### config.mk
export PLATFORM = sky130hd
export DESIGN_NAME = rc_packet_ctrl
export DESIGN_NICKNAME = d
export VERILOG_FILES = /design/src/rtl/rc_packet_ctrl.sv
export SDC_FILE = /design/constraint.sdc
export NUM_CORES = 1
export LEC_CHECK = 0
export ABC_AREA = 1
export ABC_CLOCK_PERIOD_IN_PS = 2500
export BUFFER_PORTS_ARGS = -buffer_cell sky130_fd_sc_hd__buf_2
export CELL_PAD_IN_SITES_DETAIL_PLACEMENT = 0
export CELL_PAD_IN_SITES_GLOBAL_PLACEMENT = 1
export CORE_MARGIN = 4
export CORE_UTILIZATION = 30
export CTS_CLUSTER_SIZE = 30
export DETAILED_ROUTE_END_ITERATION = 16
export HOLD_SLACK_MARGIN = 0.08
export MAX_ROUTING_LAYER = met4
export PLACE_DENSITY = 0.67
export SLEW_MARGIN = 20
export SYNTH_ARGS = -nofsm -noshare
export SYNTH_HDL_FRONTEND = slang
export SYNTH_SLANG_ARGS = --single-unit
### constraint.sdc
create_clock -name clk -period 2.5 [get_ports clk]
set_clock_uncertainty 0.05 [all_clocks]
set_input_delay 0.125 -clock clk [delete_from_list [all_inputs] [get_ports clk]]
set_output_delay 0.125 -clock clk [all_outputs]
set_load 0.02 [all_outputs]
### src/rtl/rc_packet_ctrl.sv
// Receive-side packet sequencer: arms the DP/DM receiver, gates the SIPO, checks
// the PID and framing, and reports one completion status per receive request.
module rc_packet_ctrl #(
    parameter int TIMEOUT_CYCLES = 255,
    parameter int MAX_BYTES      = 66
) (
    input  logic       clk,
    input  logic       rst,
    input  logic       rx_req,
    input  logic       rx_kind,
    input  logic       got_sync,
    input  logic       EOP_error,
    input  logic       bit_valid,
    input  logic       stuff_error,
    input  logic       eop_seen,
    input  logic [7:0] sipo_q,
    output logic       receive_hshake,
    output logic       receive_data,
    output logic       abort,
    output logic       sipo_en,
    output logic [7:0] byte_out,
    output logic       byte_valid,
    output logic [3:0] rx_pid,
    output logic       rx_done,
    output logic       rx_ok,
    output logic [2:0] rx_err,
    output logic       busy,
    output logic [2:0] dbg_state
);

    localparam int TW = $clog2(TIMEOUT_CYCLES + 1);
    localparam int BW = $clog2(MAX_BYTES + 2);
    localparam logic [TW-1:0] TIMER_LAST = TW'(TIMEOUT_CYCLES - 1);
    localparam logic [BW-1:0] BYTE_MAX   = BW'(MAX_BYTES);

    localparam logic [2:0] ERR_NONE    = 3'd0;
    localparam logic [2:0] ERR_TIMEOUT = 3'd1;
    localparam logic [2:0] ERR_PID     = 3'd2;
    localparam logic [2:0] ERR_KIND    = 3'd3;
    localparam logic [2:0] ERR_LENGTH  = 3'd4;
    localparam logic [2:0] ERR_ALIGN   = 3'd5;
    localparam logic [2:0] ERR_BUS     = 3'd6;

    typedef enum logic [2:0] {
        S_IDLE      = 3'd0,
        S_WAIT_SYNC = 3'd1,
        S_PID       = 3'd2,
        S_WAIT_EOP  = 3'd3,
        S_BODY      = 3'd4,
        S_DONE      = 3'd5,
        S_ABORT     = 3'd6
    } state_t;

    state_t          r_state;
    logic            r_kind;
    logic [TW-1:0]   r_timer;
    logic [2:0]      r_bit_cnt;
    logic [BW-1:0]   r_byte_cnt;
    logic            r_byte_ready;
    logic [7:0]      r_byte_out;
    logic [3:0]      r_rx_pid;
    logic            r_rx_ok;
    logic [2:0]      r_rx_err;

    logic [7:0]      w_byte;
    logic            w_rx_active;
    logic            w_armed;
    logic            w_bus_err;
    logic            w_overflow;
    logic [BW-1:0]   w_cnt_after;

    // The SIPO shifts left, so the first wire bit (the byte's LSB) sits in sipo_q[7].
    assign w_byte = {sipo_q[0], sipo_q[1], sipo_q[2], sipo_q[3],
                     sipo_q[4], sipo_q[5], sipo_q[6], sipo_q[7]};

    assign w_rx_active = (r_state == S_PID) || (r_state == S_WAIT_EOP) || (r_state == S_BODY);
    assign w_armed     = (r_state == S_WAIT_SYNC) || (r_state == S_PID) || (r_state == S_WAIT_EOP);
    assign w_bus_err   = (EOP_error || stuff_error) && (w_armed || (r_state == S_BODY));
    assign w_overflow  = (r_byte_cnt == BYTE_MAX);

    // A bit arriving alongside the EOP is not part of the packet and is dropped.
    assign sipo_en     = bit_valid && w_rx_active && !eop_seen;
    assign byte_valid  = !rst && (r_state == S_BODY) && r_byte_ready && !w_bus_err && !w_overflow;
    assign byte_out    = byte_valid ? w_byte : r_byte_out;
    assign w_cnt_after = byte_valid ? (r_byte_cnt + BW'(1)) : r_byte_cnt;

    assign receive_hshake = w_armed && !r_kind;
    assign receive_data   = (w_armed || (r_state == S_BODY)) && r_kind;
    assign abort          = (r_state == S_ABORT);
    assign rx_done        = (r_state == S_DONE) || (r_state == S_ABORT);
    assign busy           = (r_state != S_IDLE);
    assign rx_pid         = r_rx_pid;
    assign rx_ok          = r_rx_ok;
    assign rx_err         = r_rx_err;
    assign dbg_state      = r_state;

    always_ff @(posedge clk) begin
        if (rst) begin
            r_state      <= S_IDLE;
            r_kind       <= 1'b0;
            r_timer      <= '0;
            r_bit_cnt    <= '0;
            r_byte_cnt   <= '0;
            r_byte_ready <= 1'b0;
            r_byte_out   <= '0;
            r_rx_pid     <= '0;
            r_rx_ok      <= 1'b0;
            r_rx_err     <= ERR_NONE;
        end else begin
            r_byte_ready <= sipo_en && (r_bit_cnt == 3'd7);
            if (sipo_en) begin
                r_bit_cnt <= r_bit_cnt + 3'd1;
            end
            if (byte_valid) begin
                r_byte_out <= w_byte;
                r_byte_cnt <= w_cnt_after;
            end

            case (r_state)
                S_IDLE: begin
                    if (rx_req) begin
                        r_kind     <= rx_kind;
                        r_rx_ok    <= 1'b0;
                        r_rx_err   <= ERR_NONE;
                        r_rx_pid   <= '0;
                        r_timer    <= '0;
                        r_bit_cnt  <= '0;
                        r_byte_cnt <= '0;
                        r_state    <= S_WAIT_SYNC;
                    end
                end
                S_WAIT_SYNC: begin
                    r_timer <= r_timer + TW'(1);
                    if (w_bus_err) begin
                        r_rx_err <= ERR_BUS;
                        r_state  <= S_ABORT;
                    end else if ((r_timer == TIMER_LAST) && !got_sync) begin
                        r_rx_err <= ERR_TIMEOUT;
                        r_state  <= S_ABORT;
                    end else if (got_sync) begin
                        r_state <= S_PID;
                    end
                end
                S_PID: begin
                    if (w_bus_err) begin
                        r_rx_err <= ERR_BUS;
                        r_state  <= S_ABORT;
                    end else if (r_byte_ready) begin
                        r_rx_pid <= w_byte[3:0];
                        if (w_byte[7:4] != ~w_byte[3:0]) begin
                            r_rx_err <= ERR_PID;
                            r_state  <= S_ABORT;
                        end else if (w_byte[1:0] != (r_kind ? 2'b11 : 2'b10)) begin
                            r_rx_err <= ERR_KIND;
                            r_state  <= S_ABORT;
                        end else begin
                            r_state <= r_kind ? S_BODY : S_WAIT_EOP;
                        end
                    end
                end
                S_WAIT_EOP: begin
                    if (w_bus_err) begin
                        r_rx_err <= ERR_BUS;
                        r_state  <= S_ABORT;
                    end else if (eop_seen) begin
                        r_rx_ok <= 1'b1;
                        r_state <= S_DONE;
                    end else if (bit_valid) begin
                        r_rx_err <= ERR_LENGTH;
                        r_state  <= S_ABORT;
                    end
                end
                S_BODY: begin
                    // A byte completing in the EOP cycle is counted before the framing checks.
                    if (w_bus_err) begin
                        r_rx_err <= ERR_BUS;
                        r_state  <= S_ABORT;
                    end else if (eop_seen) begin
                        if (r_byte_ready && w_overflow) begin
                            r_rx_err <= ERR_LENGTH;
                            r_state  <= S_ABORT;
                        end else if (r_bit_cnt != 3'd0) begin
                            r_rx_err <= ERR_ALIGN;
                            r_state  <= S_ABORT;
                        end else if (w_cnt_after < BW'(2)) begin
                            r_rx_err <= ERR_LENGTH;
                            r_state  <= S_ABORT;
                        end else begin
                            r_rx_ok <= 1'b1;
                            r_state <= S_DONE;
                        end
                    end else if (r_byte_ready && w_overflow) begin
                        r_rx_err <= ERR_LENGTH;
                        r_state  <= S_ABORT;
                    end
                end
                S_DONE, S_ABORT: begin
                    r_state <= S_IDLE;
                end
                default: begin
                    r_state <= S_IDLE;
                end
            endcase
        end
    end

endmodule
==> qor.txt <==
Worst slew margin - 64.9%
Layout Cells excl Fill - 508
Maximum clock insertion buffer count - 2
CTS buffer count - 5
Cells after Synth - 354
Setup CP Type - flop to flop
Overall die height - 96.3 um
Fin crit share - 87.7%
Synth Flop Type - dfxtp_1
Placed cell count - 495
Storage cell area - 781 um^2
Grt ovf - 0
Simple-gate area share of the yosys netlist - 36.5%
Wire per inst - 12.9 um
Post-Synth Adder-Cell Area - 3.75%
Area occupied by multi-input gates - 1320 um^2
Via Count - 2402
Worst Tran Pin Value - 0.521 ns
Starting Density - 31.5%
Xor/xnor share of the synthesized area - 2.25%
Crit path capture type - flop
Placed inst area - 2670 um^2
Worst Hold Class - primary input to flop
WP buf/inv - 1
Pin count of the biggest net entering global routing - 21
Yosys top cell by area - dfxtp_1
Worst VDD drop - 0.284 mV
Overall routed net length - 6550 um
CP max-delay cell - dfxtp_1
CP startpoint kind - flop
Crit path max-delay family - simple AND/OR/NAND/NOR gates
Syn. warnings - 0
Slowest stage delay, CP - 0.39 ns
Post-DP HPWL - 5040 um
Seq/Total Area, Yosys - 33.4%
Max Clock Freq - 456 MHz
Clock sinks - 39
Row Count - 31
Reg clk slew, reported paths - 0.08 ns
Average size of a mapped cell - 6.60 um^2
Via density - 4.73
Post-Syn Nets - 378
Area delta synth->final - 20.2%
Post-synth EDFFs - 0
Initial antenna violation count - 0
Fin nets - 432
Compound-Gate Fraction of Synth Area - 13.6%
Pre-CTS setup slack - 0.289 ns
Layout cells sized above 1 - 20.3%
WHS - 0.0866 ns
Final setup margin - 0.307 ns
Mux cell area share after synthesis - 0%
Final hold violations - 0
Fin crit period - 2.19 ns
Cell internal pwr - 1.18 mW
WP data required - 2.64 ns
Power Density - 753 nW/um^2
Sequential share of power - 34.8%
Vias in the first global route - 2222
Layout fillers - 797
Routed Antenna Nets - 0
Global-route wire length before repair - 10600 um
Count leader, synth - nand2_1
Outcome - finished clean
Initial DRT Pass Iterations - 4
Die ar. - 9270 um^2
All-Layer GR Usage - 15.1%
H-Tree Level Count - 2
Area contributors post-synth - dfxtp_1 (33%), nand2_1 (14%), inv_1 (7.9%), nor2_1 (7.2%), a21oi_1 (5.6%)
Worst skew pair latency - 0.29 ns
Clk network pwr share - 19.6%
TNS Setup - 0 ns
Design area - 2810 um^2
Combinational power share - 45.6%
Max-capacitance violation count - 0
Net load switching power - 939 uW
Most frequent CP cell - nand2_2
CTS tree - built
GPL Wtd Cong - 0.971
Slew Viols, Final - 0
Diodes inserted - 0
RSZ-0062 raised after global routing - no
Share of the synthesized area in the top cell type - 33.4%
FF+latch count, synth - 39
Largest family of logic cells by synthesized area - simple AND/OR/NAND/NOR gates
Pleak - 1.27 nW
Initial DRC count - 158
Clk root buf - clkbuf_8
Drc violations - 0
Die Wd - 96.3 um
CP Cell Sequence - inv_1 -> nand2_2 -> nor2_4 -> nand4_1 -> nor2_2 -> o21ai_0 -> nor2_2 -> nand2_2 -> nand3_2 -> nand2_2 -> o21ai_0 -> nor2_1
Final Setup Violations - 0
Switching part of the total - 44.3%
Post-synth top cells - nand2_1 (87), inv_1 (49), nor2_1 (45)
Largest fanout on the critical path - 6
Share of synthesized flip-flops with an asynchronous set or reset - 0%
Buffers on Ports - 42
Core area - 7410 um^2
Arrival time worst endpoint - 2.33 ns
Mapped Area - 2340 um^2
Post-synthesis cell type count - 40
Top Ports - 43
## worst min-delay path, stage by stage
cell and delay, ns:
buf_2 0.12, nand3_1 0.08, a21oi_1 0.05
## cell families after synthesis
group           after synthesis
xor+xnor                      6
buf+inv                      58
flops                        39
compound gates               54
fa+ha+maj                     7
simple gates                190
## final cells by class
type	instances	area share (%)
Multi-Input combinational cell	257	46.9
Sequential cell	39	27.8
Timing Repair Buffer	53	10.9
Inverter	52	7.12
Tap cell	99	4.41
Clock buffer	7	2.72
Clock inverter	1	0.178
## registers in the layout (all words and copies together), names as in the netlist
register	count
rx_ok	1
rx_pid	4
r_byte_ready	1
r_timer	8
r_byte_out	8
r_bit_cnt	3
dbg_state	3
rx_err	3
r_kind	1
r_byte_cnt	7
## placed cells by master, fill, tap and decap left out, drive strengths merged
master and count:
clkbuf 7, o21ai 13, ha 7, or2 1, a21oi 28, a221oi 2, inv 50, a211o 1
nor3 3, clkinvlp 1, o311a 1, nand3 23, nor4 1, nand2 100, a41o 1, clkinv 2
nand3b 2, o211ai 1, o31ai 1, dfxtp 39, dlygate4sd3 5, nor2 51, xnor2 4, xor2 2
nand4 8, buf 48, o21a 2, o22ai 4, and3 1
## final timing paths
path | start | endpoint | slack [ns] | cells after the start
worst max-delay path | dbg_state[1] | rx_err[0] | 0.31 | 12
worst min-delay path | sipo_q[4] | rx_pid[3] | 0.09 | 3
worst max register to register | dbg_state[1] | rx_err[0] | 0.31 | 12
worst min register to register | rx_ok | rx_ok | 0.41 | 2
## power by group through the flow
stage          registers (mW)  clock network, mW  logic [mW]
2_1_floorplan           0.797                  0       0.631
3_3_place_gp            0.748                  0       0.955
3_5_place_dp            0.749                  0       0.951
4_1_cts                 0.734              0.438       0.961
5_1_grt                 0.748              0.464        1.08
6_report                0.736              0.416       0.965
## layer usage
layer	vias to the layer above	GRT usage, %	part of all wire, %
met2	71	23.7	45
li1	1243	-	-
met4	0	5.09	1.8
met1	1077	19.2	47
met3	11	3.21	5.9
met5	-	-	0
## what timing repair did
| item | CTS | global route |
|---|---|---|
| resized for setup | 0 | 2 |
| hold buffers | 5 | 0 |
| endpoints found under the hold margin | 5 | 0 |
| buffers inserted | 0 | 0 |
| endpoints found under the setup margin | 0 | 3 |
## metrics by stage
stage               total power [mW]  util (%)
finish                          2.12      37.9
global route                    2.29      37.9
CTS                             2.13      37.8
detailed placement              1.70      36.0
global placement                1.70      36.0
floorplan                       1.43         -
Power figures use the tool's default switching activity.
